==> src/rtl/ccr_branch_unit.sv <==
// ccr_branch_unit: condition-code register, SETC/CLRC, branch resolution and single-level interrupt save/restore
// Ports: clk, rst (async, active-high); stall freezes state and suppresses branches;
//   flag_in/flag_mask masked ALU flag write {N,C,Z}; set_c/clr_c force carry;
//   br_op 0 none, 1 JZ, 2 JN, 3 JC, 4 JMP; int_save/rti save and restore the CCR;
//   ccr_out registered CCR; take_branch same-cycle decision; flush and rti_err registered pulses.
module ccr_branch_unit #(
  parameter int FLAG_W = 3
) (
  input  logic              clk,
  input  logic              rst,
  input  logic              stall,
  input  logic [FLAG_W-1:0] flag_in,
  input  logic [FLAG_W-1:0] flag_mask,
  input  logic              set_c,
  input  logic              clr_c,
  input  logic [2:0]        br_op,
  input  logic              int_save,
  input  logic              rti,
  output logic [FLAG_W-1:0] ccr_out,
  output logic              take_branch,
  output logic              flush,
  output logic              rti_err
);
  logic [FLAG_W-1:0] ccr, shadow, masked, next_ccr, consume;
  logic              shadow_valid;
  always_comb begin
    take_branch = !stall && (br_op == 3'd1 ? ccr[0] :
                             br_op == 3'd2 ? ccr[2] :
                             br_op == 3'd3 ? ccr[1] :
                             br_op == 3'd4);
    masked      = (ccr & ~flag_mask) | (flag_in & flag_mask);
    masked[1]   = set_c ? 1'b1 : clr_c ? 1'b0 : masked[1];
    // a taken conditional branch consumes the flag it tested
    consume     = !take_branch ? 3'b000 :
                  br_op == 3'd1 ? 3'b001 :
                  br_op == 3'd2 ? 3'b100 :
                  br_op == 3'd3 ? 3'b010 : 3'b000;
    next_ccr    = masked & ~consume;
  end
  always_ff @(posedge clk or posedge rst) begin
    if (rst) begin
      ccr          <= '0;
      shadow       <= '0;
      shadow_valid <= 1'b0;
      flush        <= 1'b0;
      rti_err      <= 1'b0;
    end else begin
      flush   <= take_branch;
      rti_err <= !stall && rti && !shadow_valid;
      if (!stall) begin
        if (rti && shadow_valid) begin
          ccr          <= shadow;
          shadow_valid <= 1'b0;
        end else begin
          ccr <= next_ccr;
          if (int_save && !rti) begin
            shadow       <= next_ccr;
            shadow_valid <= 1'b1;
          end
        end
      end
    end
  end
  assign ccr_out = ccr;
endmodule
==> config.mk <==
export PLATFORM = sky130hd
export DESIGN_NAME = ccr_branch_unit
export DESIGN_NICKNAME = d
export VERILOG_FILES = /design/src/rtl/ccr_branch_unit.sv
export SDC_FILE = /design/constraint.sdc
export NUM_CORES = 1
export LEC_CHECK = 0
export ABC_CLOCK_PERIOD_IN_PS = 2040
export CORE_MARGIN = 5
export CORE_UTILIZATION = 35
export CTS_CLUSTER_DIAMETER = 50
export DETAILED_ROUTE_END_ITERATION = 10
export DONT_BUFFER_PORTS = 1
export GPL_TIMING_DRIVEN = 0
export SYNTH_ARGS = -nofsm -noshare
export SYNTH_HDL_FRONTEND = slang
export SYNTH_SLANG_ARGS = --single-unit
==> constraint.sdc <==
create_clock -name clk -period 2.04 [get_ports clk]
set_input_delay 0.306 -clock clk [delete_from_list [all_inputs] [get_ports clk]]
set_output_delay 0.306 -clock clk [all_outputs]
set_load 0.02 [all_outputs]
Word-level counts from Yosys, hierarchy flattened
Cells that the tools add are included.

Add/sub/neg operators: 0. $mul: 0. Divide/modulo/power cells: 0. $lt $le $gt $ge: 0. Equality and inequality tests: 4. Shift operators: 0. Mux-type cells: 12. Bitwise gates (word level): 8. Reduce and logical (&&, ||, !) cells: 11.

Operator list (count): 2-to-1 mux 3 bit (4); bitwise AND 3 bit (3); 2-to-1 mux 1 bit (7); == test 3 x 2 -> 1 bit (second input constant) (2); inverter 3 bit (2); logical AND 1 bit (5); == test 3 x 1 -> 1 bit (second input constant) (1); == test 3 bit (second input constant) (1); zero test 1 bit (3); OR 3 bit (1); AND reduction 3 bit (1); 2-to-1 mux 2 bit (1); inverter 1 bit (2); AND reduction 2 bit (1); nonzero test 2 bit (1).

Flip-flop bits (word level): 9. Bits in latches: 0. Bits in writable memories: 0. Bits in read-only memories: 0. Bits of input ports: 16. Word-level logic and storage cells: 40. Memories kept: 0.

Logic depth before layout (Yosys ltp)
Word-level depth: 9. Gate-level depth with buffers: 5. Depth with buffers taken out: 3.

Worst setup path after synthesis
Ideal clock, no wire load.

Kind: register -> output. Start: reg ccr[1] (netlist: ccr_out[1]). End: out take_branch. Data arrival time: 1.262 ns. Setup slack: 0.472 ns. Cell stages (with the launch flop): 4. Buffers on the path: 0. Cell sequence: dfrtp_1 -> mux2i_1 -> a211o_1 -> a21oi_1.

Word-level cells in the longest chain between the ends: 4.

RTL lines: start: declaration (RTL line 24) `logic [FLAG_W-1:0] ccr, shadow, masked, next_ccr, consume;`; start signal: assignment (RTL line 52) `ccr <= shadow;`; start signal: assignment (RTL line 55) `ccr <= next_ccr;`; 2-to-1 mux 1 bit (RTL line 29) `br_op == 3'd3 ? ccr[1] :`; 2-to-1 mux 1 bit (RTL line 28) `br_op == 3'd2 ? ccr[2] :`; 2-to-1 mux 1 bit (RTL line 27) `take_branch = !stall && (br_op == 3'd1 ? ccr[0] :`; logical AND 1 bit (RTL line 27); end: declaration (RTL line 20) `output logic take_branch,`.

Every way passes these cells.

Final worst setup path
Same ends and word-level chain as after synthesis.

==> results_dict.tcl <==
set metrics [dict create \
    max-slew-margin-rel_pct 68.24 \
    floorplan.core_area_mm2 0.001350 \
    top_level_ports 22 \
    netlist.area_leader.share_pct 43.69 \
    rsz0062_at_grt "false" \
    hold_fails_final_rpt 0 \
    synth.yosys.warnings 0 \
    crit_type "reg -> out" \
    placedCellCount 67 \
    htree_num_levels 1 \
    detailed_placement_hpwl_um 831.8 \
    tns_ns 0 \
    grt_pass1_vias 393 \
    share_of_layout_cells_above_drive_strength_1_pct 22.81 \
    clock_power_share_pct 30.7 \
    net_count_of_the_mapped_netlist 68 \
    start_util_pct 38.18 \
    critPathRequiredTime_ns 1.73 \
    p_leak_nw 0.2540 \
    clkTransAtPathRegs_ns 0.07 \
    postSynthCellCount 52 \
    grt_pass1_wl_um 1876 \
    syn2layout_area_growth_pct 11.41 \
    power_frac_comb_pct 18.1 \
    critical_path_peak_fanout 6 \
    max_cap_violations 0 \
    fp.dieArea_mm2 0.002340 \
    final_max_tran_viols 0 \
    drt_wl_total_um 1147 \
    tritoncts "done" \
    cts_buffers 3 \
    area_used_by_multi_input_combinational_logic_um2 261.5 \
    drc_errors 0 \
    n_fill_cell 144 \
    buffer_levels_on_the_longest_clock_path 2 \
    placement.io_buffers 0 \
    start_kind "register" \
    global_route.overflow_total 0 \
    viasPerCell 5.750 \
    ff_latch_area_um2 225.2 \
    yosys_register_bits 9 \
    final-instance-count-excl-fill 72 \
    clock_latency_ns 0.27 \
    netlist.top_cell.by_area "sky130_fd_sc_hd__dfrtp_1" \
    final_replace_weighted_congestion 0.7136 \
    finClkSkew_ns 0.004547 \
    syn-mean-instance-area_um2 9.913 \
    cts_root_buffer "sky130_fd_sc_hd__clkbuf_4" \
    status "complete, no violations" \
    maximum_number_of_pins_on_one_net_before_global_route_repair 11 \
    height_of_the_die_um 48.38 \
    seq_area_frac_synth_pct 43.69 \
    synth.lib_cells_used.distinct 26 \
    number_of_antenna_violations_at_the_first_check_in_global_routing 0 \
    ir_drop_worst_vdd_v 0.0002703 \
    num_vias 414 \
    intPower_mw 0.3248 \
    worst_ep_arrival_time_ns 1.56 \
    route.detailed.wl_per_inst_um 15.93 \
    sequential_group_share_of_total_power_pct 51.2 \
    grtUsageTotal_pct 10.30 \
    hold_path_class "in -> reg" \
    timing.final.crit_share_pct 91.28 \
    timing.critical_path.to_type "output pin" \
    netlist_top_cells_area "sky130_fd_sc_hd__dfrtp_1 44%, sky130_fd_sc_hd__a21oi_1 6.8%, sky130_fd_sc_hd__mux2_2 4.4%" \
    numnets_final 74 \
    power-per-cell-area_mw_per_mm2 826.2 \
    achievable-frequency_ghz 0.5370 \
    finalCriticalPeriod_ns 1.862 \
    cts_sinks 9 \
    p_sw_share_pct 31.56 \
    finish_stage_setup_viols 0 \
    detail_route.iter0.violations 1 \
    site_row_count 13 \
    r2r_slack_ns 0.64 \
    p_switching_mw 0.1497 \
    die_w_um 48.38 \
    dr.pass1.iters 3 \
    worst_pin_slew_ns 0.4754 \
    insertedDiodeCount 0 \
    summed_instance_area_of_the_synthesized_netlist_um2 515.5 \
    ant_nets 0 \
]
==> final timing paths <==
| kind | from | end | cells after the start |
|---|---|---|---|
| max | ccr_out[1]$_DFFE_PP0N_ | take_branch | 3 |
| min | rti | shadow_valid$_DFFE_PP0P_ | 1 |
| max reg2reg | ccr_out[1]$_DFFE_PP0N_ | flush$_DFF_PP0_ | 3 |
| min reg2reg | shadow_valid$_DFFE_PP0P_ | rti_err$_DFF_PP0_ | 1 |
| max in group asynchronous | rst | ccr_out[0]$_DFFE_PP0N_ | 2 |
| min in group asynchronous | rst | ccr_out[1]$_DFFE_PP0N_ | 2 |
==> worst max-delay path: stages, from the launching register on <==
cell and delay, ns:
sky130_fd_sc_hd__dfrtp_1 0.54, sky130_fd_sc_hd__mux2i_1 0.14, sky130_fd_sc_hd__a211o_1 0.32, sky130_fd_sc_hd__a21oi_2 0.29
==> cells in the final DEF (no fill, tap or decap) <==
master,Yosys,layout
sky130_fd_sc_hd__mux2i_1,2,2
sky130_fd_sc_hd__nor2b_1,1,1
sky130_fd_sc_hd__clkbuf_4,0,3
sky130_fd_sc_hd__a31o_1,1,1
sky130_fd_sc_hd__nor3b_1,2,2
sky130_fd_sc_hd__buf_6,1,1
sky130_fd_sc_hd__a211o_1,2,2
sky130_fd_sc_hd__a311o_2,1,1
sky130_fd_sc_hd__and2_1,1,1
sky130_fd_sc_hd__a21o_2,1,1
sky130_fd_sc_hd__nor2_1,1,1
sky130_fd_sc_hd__nand2_1,5,5
sky130_fd_sc_hd__a31oi_1,1,1
sky130_fd_sc_hd__a21oi_2,0,1
sky130_fd_sc_hd__o21ai_2,1,1
sky130_fd_sc_hd__clkbuf_1,0,1
sky130_fd_sc_hd__inv_1,3,3
sky130_fd_sc_hd__mux2_2,2,2
sky130_fd_sc_hd__o41ai_1,1,1
sky130_fd_sc_hd__o311ai_0,1,1
sky130_fd_sc_hd__clkbuf_2,1,1
sky130_fd_sc_hd__and2_2,1,1
sky130_fd_sc_hd__a21oi_1,7,6
sky130_fd_sc_hd__buf_2,1,1
sky130_fd_sc_hd__dfrtp_1,9,9
sky130_fd_sc_hd__or3b_1,1,1
sky130_fd_sc_hd__dlygate4sd3_1,0,1
sky130_fd_sc_hd__a2bb2oi_1,2,2
sky130_fd_sc_hd__o21ai_0,2,2
sky130_fd_sc_hd__a211oi_1,1,1
==> what timing repair did <==
item / in CTS / in global routing
setup buffers: 0 / 0
endpoints found under the setup margin: 0 / 1
hold endpoints to repair: 9 / 0
resized for setup: 0 / 1
hold buffers: 1 / 0
==> stage by stage <==
stage | hold WS, ns | setup WS [ns] | instance area, um2 | total power, mW | utilization, %
floorplan | 0.1339 | 0.4717 | 515.5 | 0.3124 | -
global placement | 0.1887 | 0.3353 | 534.3 | 0.3299 | 39.57
CTS | 0.1143 | 0.03142 | 570.5 | 0.4800 | 42.26
detailed placement | 0.1854 | 0.3403 | 534.3 | 0.3304 | 39.57
global route | 0.1111 | 0.07476 | 574.3 | 0.5020 | 42.54
finish | 0.1203 | 0.1779 | 574.3 | 0.4745 | 42.54
==> power by group through the flow <==
stage          Sequential (mW)  Clock [mW]  Combinational [mW]
6_report                 0.243       0.146              0.0858
5_1_grt                  0.248       0.158              0.0963
4_1_cts                  0.243       0.151              0.0856
3_5_place_dp             0.247           0              0.0837
3_3_place_gp             0.247           0              0.0826
2_1_floorplan            0.240           0              0.0721
==> area by class of cell <==
cell class,instances,share of cell area [%]
plain buffers,3,3.704
clock buffers,4,4.575
inverters,3,1.961
multi-input cells,37,45.53
flip-flops and latches,9,39.22
well taps,15,3.268
repair buffers,1,1.743
==> synthesized netlist by cell type, drive strengths merged <==
master / count
a31oi: 1
dfrtp: 9
nor3b: 2
nor2b: 1
nand2: 5
clkbuf: 1
o41ai: 1
o21ai: 3
o311ai: 1
a2bb2oi: 2
nor2: 1
a21oi: 7
and2: 2
buf: 2
mux2: 2
a211oi: 1
a211o: 2
mux2i: 2
a311o: 1
a31o: 1
or3b: 1
a21o: 1
inv: 3
==> flip-flops by register name, summed over array words and instances, names as in the netlist <==
name / count
shadow: 3
shadow_valid: 1
flush: 1
ccr_out: 3
rti_err: 1
==> metal layers <==
layer,wire (um),global-route usage [%],up-vias
met2,489,12.61,18
met1,508,13.43,187
met3,125,5.505,2
met4,23,6.912,0
li1,-,-,207
met5,0,0,-
==> logic make-up after synthesis <==
kind of cell / share of synthesized area [%]
buf+inv: 6.309
flops: 43.69
simple gates: 12.87
compound gates: 28.89
mux: 8.252
(Power assumes the default switching activity.)
